## config.mk

```make
export PLATFORM = sky130hd
export DESIGN_NAME = cam_pixel_bank_writer
export DESIGN_NICKNAME = d
export VERILOG_FILES = /design/src/rtl/cam_pixel_bank_writer_pkg.sv /design/src/rtl/cam_pixel_bank_writer_sync_edge.sv /design/src/rtl/cam_pixel_bank_writer.sv
export SDC_FILE = /design/constraint.sdc
export NUM_CORES = 1
export LEC_CHECK = 0
export ABC_AREA = 1
export BUFFER_PORTS_ARGS = -buffer_cell sky130_fd_sc_hd__buf_2
export CELL_PAD_IN_SITES_DETAIL_PLACEMENT = 0
export CELL_PAD_IN_SITES_GLOBAL_PLACEMENT = 1
export CORE_ASPECT_RATIO = 0.6
export CORE_MARGIN = 2
export CORE_UTILIZATION = 42
export CTS_BUF_LIST = sky130_fd_sc_hd__clkbuf_2 sky130_fd_sc_hd__clkbuf_4 sky130_fd_sc_hd__clkbuf_8
export CTS_CLUSTER_SIZE = 24
export DETAILED_ROUTE_END_ITERATION = 16
export PLACE_DENSITY_LB_ADDON = 0.2
export REMOVE_ABC_BUFFERS = 1
export SYNTH_ARGS = -nofsm -noshare
export SYNTH_HDL_FRONTEND = slang
export SYNTH_SLANG_ARGS = --single-unit
```

## constraint.sdc

```tcl
create_clock -name WBs_CLK_i -period 2.7 [get_ports WBs_CLK_i]
set_input_delay 0.81 -clock WBs_CLK_i [delete_from_list [all_inputs] [get_ports WBs_CLK_i]]
set_output_delay 0.81 -clock WBs_CLK_i [all_outputs]
set_load 0.03 [all_outputs]
```

## src/rtl/cam_pixel_bank_writer_pkg.sv

```systemverilog
// Shared types for the camera capture engine: FSM encoding and byte width.
// No logic; latency and backpressure are properties of the modules that import it.
package cam_pixel_bank_writer_pkg;

  localparam int CAM_BYTE_W = 8;

  typedef enum logic [1:0] {
    ST_IDLE       = 2'd0,
    ST_WAIT_FRAME = 2'd1,
    ST_CAPTURE    = 2'd2,
    ST_DROP       = 2'd3
  } state_t;

  // Bytes are accepted in both CAPTURE and DROP; DROP only suppresses the write.
  function automatic logic in_capture(input state_t s);
    return (s == ST_CAPTURE) || (s == ST_DROP);
  endfunction

endpackage

```

## src/rtl/cam_pixel_bank_writer_sync_edge.sv

```systemverilog
// Two-flop synchroniser plus a history flop giving registered-level rise/fall pulses.
// Latency: 2 clk to q_o, edge pulses in the same cycle as q_o changes; no backpressure.
module cam_pixel_bank_writer_sync_edge #(
  parameter int W = 1
) (
  input  logic         clk_i,
  input  logic         rst_n_i,
  input  logic [W-1:0] d_i,
  output logic [W-1:0] q_o,
  output logic [W-1:0] rise_o,
  output logic [W-1:0] fall_o
);

  logic [W-1:0] s1_q, s2_q, hist_q;

  always_ff @(posedge clk_i) begin
    if (!rst_n_i) begin
      s1_q   <= '0;
      s2_q   <= '0;
      hist_q <= '0;
    end else begin
      s1_q   <= d_i;
      s2_q   <= s1_q;
      hist_q <= s2_q;
    end
  end

  assign q_o    = s2_q;
  assign rise_o = s2_q & ~hist_q;
  assign fall_o = ~s2_q & hist_q;

endmodule

```

## src/rtl/cam_pixel_bank_writer.sv

```systemverilog
// Camera byte packer writing words into NUM_BANKS ping-pong RAM banks with full/release handshake.
// Latency: ram_we_o 4 clk after the PCLKI rise of a word's last byte; no backpressure, full banks drop words.
module cam_pixel_bank_writer
  import cam_pixel_bank_writer_pkg::*;
#(
  parameter int BYTES_PER_WORD = 4,
  parameter int NUM_BANKS      = 4,
  parameter int WORDS_PER_BANK = 512,
  parameter int VSYNC_ACT_HIGH = 1,
  parameter int CNT_W          = 16,
  localparam int DATAWIDTH     = CAM_BYTE_W * BYTES_PER_WORD,
  localparam int ADDR_W        = $clog2(WORDS_PER_BANK),
  localparam int BANK_W        = $clog2(NUM_BANKS)
) (
  input  logic                  WBs_CLK_i,
  input  logic                  WBs_RST_n_i,
  input  logic                  PCLKI,
  input  logic                  VSYNCI,
  input  logic                  HREFI,
  input  logic [7:0]            CAM_DAT,
  input  logic                  cfg_enable_i,
  input  logic                  cfg_lsb_first_i,
  input  logic [NUM_BANKS-1:0]  bank_release_i,
  output logic                  ram_we_o,
  output logic [BANK_W-1:0]     ram_bank_o,
  output logic [ADDR_W-1:0]     ram_addr_o,
  output logic [DATAWIDTH-1:0]  ram_wdata_o,
  output logic [NUM_BANKS-1:0]  bank_full_o,
  output logic [BANK_W-1:0]     cur_bank_o,
  output logic                  frame_start_o,
  output logic [CNT_W-1:0]      frame_cnt_o,
  output logic [CNT_W-1:0]      overflow_cnt_o
);

  localparam int BC_W = (BYTES_PER_WORD > 1) ? $clog2(BYTES_PER_WORD) : 1;

  logic [2:0] ctrl_q, ctrl_rise, ctrl_fall;
  logic [7:0] dat_q, dat_rise, dat_fall;
  logic       edge_unused;

  cam_pixel_bank_writer_sync_edge #(.W(3)) u_sync_ctrl (
    .clk_i   (WBs_CLK_i),
    .rst_n_i (WBs_RST_n_i),
    .d_i     ({PCLKI, VSYNCI, HREFI}),
    .q_o     (ctrl_q),
    .rise_o  (ctrl_rise),
    .fall_o  (ctrl_fall)
  );

  cam_pixel_bank_writer_sync_edge #(.W(8)) u_sync_dat (
    .clk_i   (WBs_CLK_i),
    .rst_n_i (WBs_RST_n_i),
    .d_i     (CAM_DAT),
    .q_o     (dat_q),
    .rise_o  (dat_rise),
    .fall_o  (dat_fall)
  );

  assign edge_unused = ^{ctrl_q[2], ctrl_rise[0], ctrl_fall[2], ctrl_fall[0], dat_rise, dat_fall};

  state_t                state_q, state_d;
  logic [1:0]            warm_q, warm_d;
  logic                  cap_vld_q, cap_vld_d;
  logic [7:0]            cap_dat_q, cap_dat_d;
  logic [BC_W-1:0]       byte_cnt_q, byte_cnt_d;
  logic [DATAWIDTH-1:0]  word_q, word_d;
  logic                  drop_pend_q, drop_pend_d;
  logic [ADDR_W-1:0]     addr_q, addr_d;
  logic [BANK_W-1:0]     bank_q, bank_d;
  logic [NUM_BANKS-1:0]  full_q, full_d;
  logic [CNT_W-1:0]      frame_cnt_q, frame_cnt_d;
  logic [CNT_W-1:0]      ovf_q, ovf_d;
  logic                  frame_start_q, frame_start_d;
  logic                  we_q, we_d;
  logic [BANK_W-1:0]     wbank_q, wbank_d;
  logic [ADDR_W-1:0]     waddr_q, waddr_d;
  logic [DATAWIDTH-1:0]  wdata_q, wdata_d;

  logic                  frame_act, frame_edge, sync_ready, full_cur, last_byte;
  logic [DATAWIDTH-1:0]  packed_word;

  assign frame_act  = (VSYNC_ACT_HIGH != 0) ? ctrl_q[1] : ~ctrl_q[1];
  // The synchroniser leaves reset at 0, so a level already present would look like an edge until it settles.
  assign sync_ready = (warm_q == 2'd3);
  assign frame_edge = ((VSYNC_ACT_HIGH != 0) ? ctrl_rise[1] : ctrl_fall[1]) & sync_ready;
  assign full_cur   = full_q[bank_q];
  assign last_byte  = (byte_cnt_q == BC_W'(BYTES_PER_WORD - 1));
  assign packed_word = cfg_lsb_first_i
                     ? ((word_q >> 8) | (DATAWIDTH'(cap_dat_q) << (DATAWIDTH - 8)))
                     : ((word_q << 8) | DATAWIDTH'(cap_dat_q));

  always_comb begin
    state_d       = state_q;
    warm_d        = sync_ready ? warm_q : warm_q + 2'd1;
    cap_vld_d     = ctrl_rise[2] & ctrl_q[0] & frame_act & in_capture(state_q);
    cap_dat_d     = dat_q;
    byte_cnt_d    = byte_cnt_q;
    word_d        = word_q;
    drop_pend_d   = drop_pend_q;
    addr_d        = addr_q;
    bank_d        = bank_q;
    full_d        = full_q & ~bank_release_i;
    frame_cnt_d   = frame_cnt_q;
    ovf_d         = ovf_q;
    frame_start_d = 1'b0;
    we_d          = 1'b0;
    wbank_d       = wbank_q;
    waddr_d       = waddr_q;
    wdata_d       = wdata_q;

    if (!cfg_enable_i) begin
      state_d     = ST_IDLE;
      cap_vld_d   = 1'b0;
      byte_cnt_d  = '0;
      word_d      = '0;
      drop_pend_d = 1'b0;
      addr_d      = '0;
    end else begin
      case (state_q)
        ST_IDLE: state_d = ST_WAIT_FRAME;
        ST_WAIT_FRAME: begin
          if (frame_edge) begin
            state_d       = ST_CAPTURE;
            frame_start_d = 1'b1;
            frame_cnt_d   = frame_cnt_q + CNT_W'(1);
            byte_cnt_d    = '0;
            drop_pend_d   = 1'b0;
          end
        end
        default: begin
          if (!frame_act) begin
            state_d     = ST_WAIT_FRAME;
            byte_cnt_d  = '0;
            drop_pend_d = 1'b0;
          end else begin
            if (state_q == ST_DROP && !full_cur) state_d = ST_CAPTURE;
            if (cap_vld_q) begin
              word_d = packed_word;
              if (last_byte) begin
                byte_cnt_d  = '0;
                drop_pend_d = 1'b0;
                if (state_q == ST_CAPTURE && !full_cur && !drop_pend_q) begin
                  we_d    = 1'b1;
                  wdata_d = packed_word;
                  waddr_d = addr_q;
                  wbank_d = bank_q;
                  if (addr_q == ADDR_W'(WORDS_PER_BANK - 1)) begin
                    full_d[bank_q] = 1'b1;
                    addr_d         = '0;
                    bank_d         = bank_q + BANK_W'(1);
                  end else begin
                    addr_d = addr_q + ADDR_W'(1);
                  end
                end else begin
                  if (ovf_q != '1) ovf_d = ovf_q + CNT_W'(1);
                  if (full_cur) state_d = ST_DROP;
                end
              end else begin
                byte_cnt_d = byte_cnt_q + BC_W'(1);
                // A word begun while dropping stays dropped even if the bank frees mid-word.
                if (state_q == ST_DROP) drop_pend_d = 1'b1;
              end
            end
          end
        end
      endcase
    end
  end

  always_ff @(posedge WBs_CLK_i) begin
    if (!WBs_RST_n_i) begin
      state_q       <= ST_IDLE;
      warm_q        <= '0;
      cap_vld_q     <= 1'b0;
      cap_dat_q     <= '0;
      byte_cnt_q    <= '0;
      word_q        <= '0;
      drop_pend_q   <= 1'b0;
      addr_q        <= '0;
      bank_q        <= '0;
      full_q        <= '0;
      frame_cnt_q   <= '0;
      ovf_q         <= '0;
      frame_start_q <= 1'b0;
      we_q          <= 1'b0;
      wbank_q       <= '0;
      waddr_q       <= '0;
      wdata_q       <= '0;
    end else begin
      state_q       <= state_d;
      warm_q        <= warm_d;
      cap_vld_q     <= cap_vld_d;
      cap_dat_q     <= cap_dat_d;
      byte_cnt_q    <= byte_cnt_d;
      word_q        <= word_d;
      drop_pend_q   <= drop_pend_d;
      addr_q        <= addr_d;
      bank_q        <= bank_d;
      full_q        <= full_d;
      frame_cnt_q   <= frame_cnt_d;
      ovf_q         <= ovf_d;
      frame_start_q <= frame_start_d;
      we_q          <= we_d;
      wbank_q       <= wbank_d;
      waddr_q       <= waddr_d;
      wdata_q       <= wdata_d;
    end
  end

  assign ram_we_o       = we_q;
  assign ram_bank_o     = wbank_q;
  assign ram_addr_o     = waddr_q;
  assign ram_wdata_o    = wdata_q;
  assign bank_full_o    = full_q;
  assign cur_bank_o     = bank_q;
  assign frame_start_o  = frame_start_q;
  assign frame_cnt_o    = frame_cnt_q;
  assign overflow_cnt_o = ovf_q;

endmodule

```

[Word-level counts from Yosys, hierarchy flattened]
Cells that the tools add are included.
Widths: inputs -> output; s select.
Operators by class
  add/subtract/negate cells: 6
  $lt $le $gt $ge: 2
  equal/unequal tests: 10
  mux-type cells: 34
  bitwise operators: 19
  reduce and logical (&&, ||, !) cells: 20
Operators with widths (count)
  $add 16x1->16 const B: 2
  $mux 32: 1
  $or 24x32->32: 1
  $or 32x8->32: 1
  $mux 4: 7
  $mux 2: 11
  $ne 16x16->1 const B: 1
  $reduce_and 7->1: 2
  $reduce_and 3->1: 4
  $add 9x1->9 const B: 1
  $eq 9x9->1 const B: 1
  $mux 1: 9
  $mux 9: 1
  $eq 2x2->1 const B: 4
  $not 1->1: 8
  $pmux 2 s2: 2
  $reduce_or 7->1: 1
  $add 2x1->2 const B: 3
  $reduce_and 6->1: 1
  $reduce_and 5->1: 1
  $and 1x1->1: 4
  $and 4x4->4: 1
  $logic_and 1x1->1: 4
  $ne 4x4->1 const B: 1
  18 further kinds: 19
Word-level totals
  bits in registers: 165
  input bits: 19
  output and inout port bits: 83
  word-level logic and storage cells: 113

[Depth between registers and ports, before layout]
  depth in word-level cells: 12
  gate-level depth with buffers: 15
  mapped depth without buffers: 14

[Modules after synthesis]
From an unflattened synthesis, not the netlist that was laid out.
Unflattened totals
  cells, all modules: 1023
  area total of the unflattened synthesis: 7304.5 µm²
By module, submodules not included
  cam_pixel_bank_writer: instances 1, cells each 877, area each 6197.2 µm², sequential area each 2802.7 µm²
  cam_pixel_bank_writer_sync_edge (u_sync_dat): instances 1, cells each 106, area each 803.3 µm², sequential area each 480.5 µm²
  cam_pixel_bank_writer_sync_edge (u_sync_ctrl): instances 1, cells each 40, area each 304.0 µm², sequential area each 180.2 µm²

[Worst setup path after synthesis]
No wires, ideal clock.
  path kind: register -> register
  start point: reg addr_q[0]
  end point: reg bank_q[0] (netlist: cur_bank_o[0])
  library setup time: 0.116 ns
  arrival time: 1.955 ns
  data required time: 2.584 ns
  slack: 0.629 ns
  stages on the path, launching flop included: 15
  path buffers: 1
  period minus slack after synthesis: 2.071 ns
  path through: dfxtp_1 -> ha_1 -> nand2_1 -> inv_1 -> nand2_1 -> nor2_1 -> nand2_1 -> nor2_1 -> ha_1 -> clkbuf_1 -> nand3_1 -> nor2_1 -> nand4_1 -> o21ai_0 -> nor2_1
On the way
  word-level cells in the longest chain between the ends: 2
RTL lines
  from (decl): RTL line cam_pixel_bank_writer.sv:68  | logic [ADDR_W-1:0] addr_q, addr_d;
  from (signal assigned): RTL line cam_pixel_bank_writer.sv:197  | addr_q <= addr_d;
  $eq 9x9->1: RTL line cam_pixel_bank_writer.sv:147  | if (addr_q == ADDR_W'(WORDS_PER_BANK - 1)) begin
  $reduce_and 7->1 (no line)
  to (signal assigned): RTL line cam_pixel_bank_writer.sv:198  | bank_q <= bank_d;
  to (decl): RTL line cam_pixel_bank_writer.sv:69  | logic [BANK_W-1:0] bank_q, bank_d;
Every way passes these cells.
A chain may end at the register's enable or synchronous reset.

[Final worst setup path]
Ends and elaborated chain as after synthesis.

==> impl_results.md <==
* Worst EP arrival at approximately 2.5 ns
* Initial antenna violation count at 0
* Final net count at 1084
* Initial DRC count at 349
* Total gr overflow at 0
* Io pins at slightly above 100
* Final non-filler cell total at 1277
* # clock sinks at 164
* # resized after CTS at 0
* Vias at 6114
* Worst hold path type: flip-flop to flip-flop
* Post-synthesis sequential area ratio at 0.472
* WL met3 at 615 µm
* Final hold viol count at 0
* Top post-synthesis cells by count: nand2_1 (248), dfxtp_1 (164), a21oi_1 (101)
* Clk_skew at ~0.018 ns
* Layout Utilization at 0.496
* Die width at between 150 and 200 µm
* Global-route wire length before repair at 27900 µm
* Unique masters post-synth at 34
* Cell count after synthesis at a little under 1000
* Post-synth EDFFs at 0
* Initial Util at 0.429
* N_diodes at 0
* Drt drc at 0
* RSZ-0062 raised after global routing: no
* Synth area leaders: dfxtp_1 (47%), nand2_1 (13%), a21oi_1 (7.3%)
* DR vias/cell at 4.79
* YS warnings at 0
* Slew Viols, Final at 0
* Post-synth top area share at 0.472
* First drt pass iteration count at 4
* Die Span Y at between 100 and 150 µm
* Clock-pin slew on the worst setup and hold paths at 0.10 ns
* CP endpoint kind: flip-flop
* GR Util All Layers at 0.193
* DR WL/cell at 12.9 µm
* Worst VDD drop at 0.228 mV
* Critical path class: flip-flop to flip-flop
* Detail Placement HPWL at 11200 µm
* CTS buffer count at 17
* Die footprint at 17600 µm²
* CTS tree: done
* Synth Register Bits at between 150 and 200
* Worst-path maximum fanout at 7
* Port Buf Inserts at 101
* Max_slew headroom at 0.499
* Metal-1 WL at ~9000 µm
* Post-CTS Setup Inserts at 0
* DRT antenna net count at 0
* Fin crit period at between 2 and 2.5 ns
* Clk Latency, worst-skew pair at approximately 0.45 ns
* Startpoint types: flip-flop
* Standard-cell row count at 36
* Leak Pwr at 3.38 nW
* Post-synth top area cell: dfxtp_1
* Largest net degree at the start of global routing at 54
* H-tree depth at 4
* Hold buffers post-CTS at 0
* Placeable Area at 16200 µm²
* PD cells at roughly 540 nW/µm²
* CTS root buf: clkbuf_8
* Top sig layer: met4
* WL final at between 15000 and 20000 µm
* Share of cells above drive strength 1 at 0.154
* FMAX at 0.460 GHz
* GPL Wtd Cong at roughly 0.8
* Async SR Flop Fraction at 0
* Area Growth Syn to Fin at 15.6%
* Final setup fails at 0
* Synth Cell Area at approximately 7000 µm²
* Met2 WL at between 6000 and 7000 µm
* Actual slew at the worst max-slew pin at around 0.75 ns
* DP Cell Count at 1245
* Vias in the first global route at between 5000 and 6000
* Clk buf depth at 2
* Mean post-synth cell area at slightly above 7 µm²
* Max Cap Viol at 0
* Ys flop type: dfxtp_1
* Most frequent cell after synthesis: nand2_1
* Final worst-path cycle share at 0.805
* CP required at 3.05 ns
* Status: complete, no violations
kinds of logic (layout without fill, tap and decap cells):
kind of cell,Yosys count,in the layout,synth area share
adder cells (fa/ha/maj),10,10,0.0180
flip-flops,164,164,0.472
XOR/XNOR,17,17,0.0214
AO/OA/AOI/OAI,180,180,0.132
buffers and inverters,154,254,0.0869
AND/OR/NAND/NOR,443,443,0.270
critical path, cell delays in order, from the launching register on:
cell     delay (ns)
dfxtp_1        0.40
ha_1           0.19
nand2_1        0.05
inv_1          0.09
nand2_1        0.07
nor2_1         0.10
nand2_1        0.07
nor2_1         0.12
ha_1           0.21
nand3_1        0.08
nor2_1         0.10
nand4_1        0.29
o21ai_0        0.25
nor2_1         0.05
final cells by class:
class                   instances  area (µm²)
clock buffers                  18         241
repair buffers                116         643
fillers                      1679        8180
well taps                     209         262
multi-input cells             650        3070
flip-flops and latches        164        3280
clock inverters                14         143
inverters                     106         398
placed cells by master (no fill, tap or decap), drive strengths merged:
cell        n
o21bai      1
a31oi       1
nand4      15
clkinvlp    2
bufinv      1
nor3        9
nand2     249
nor3b       3
nor2       98
clkinv      5
o211ai      1
o21a        1
nand3b      3
nand3      66
clkbuf     18
o21ai      73
xor2       12
dfxtp     164
o31ai       1
xnor2       5
a31o        1
inv       112
buf       116
a21oi     101
ha         10
path summary, 6_finish.rpt:
| path | slack, ns | cells past startpoint | startpoint | end |
|---|---|---|---|---|
| setup / recovery | 0.53 | 13 | addr_q[0]$_SDFFE_PN0P_ | cur_bank_o[0]$_SDFFE_PN0P_ |
| hold reg to reg | 0.41 | 2 | u_sync_dat.s1_q[2]$_SDFF_PN0_ | u_sync_dat.q_o[2]$_SDFF_PN0_ |
| hold / removal | 0.41 | 2 | u_sync_dat.s1_q[2]$_SDFF_PN0_ | u_sync_dat.q_o[2]$_SDFF_PN0_ |
| setup reg to reg | 0.53 | 13 | addr_q[0]$_SDFFE_PN0P_ | cur_bank_o[0]$_SDFFE_PN0P_ |
stage by stage:
stage	total power [W]	instance area [µm²]	setup WS, ns	setup TNS [ns]	hold slack, ns
2_1_floorplan	0.00258	6750	-0.251	-10.79	0.390
6_report	0.00435	8040	0.526	0	0.411
4_1_cts	0.00442	8040	0.520	0	0.410
3_5_place_dp	0.00265	7650	0.431	0	0.398
5_1_grt	0.00454	8040	0.249	0	0.425
3_3_place_gp	0.00265	7650	0.503	0	0.394
state kept, by name (all words and copies together), names as in the netlist, 3 cells and up:
| signal | count |
|---|---|
| cap_dat_q | 8 |
| u_sync_dat.s1_q | 8 |
| word_q | 32 |
| bank_full_o | 4 |
| ram_wdata_o | 32 |
| ram_addr_o | 9 |
| u_sync_ctrl.q_o | 3 |
| u_sync_dat.q_o | 8 |
| frame_cnt_o | 16 |
| addr_q | 9 |
| overflow_cnt_o | 16 |
| u_sync_ctrl.s1_q | 3 |
layer usage:
layer  vias up  track usage
met5         -            0
met1      2733        0.294
met2       105        0.279
met3        11       0.0363
met4         0       0.0458
li1       3265            -
power by group:
part           internal [W]  switching [W]  leakage [nW]  total, W
sequential          0.00245      0.0000145          1.33   0.00246
combinational     0.0000432      0.0000923          1.86  0.000135
clock              0.000769       0.000988         0.192   0.00176
total               0.00326        0.00109          3.38   0.00435
Power figures use the tool's default switching activity.
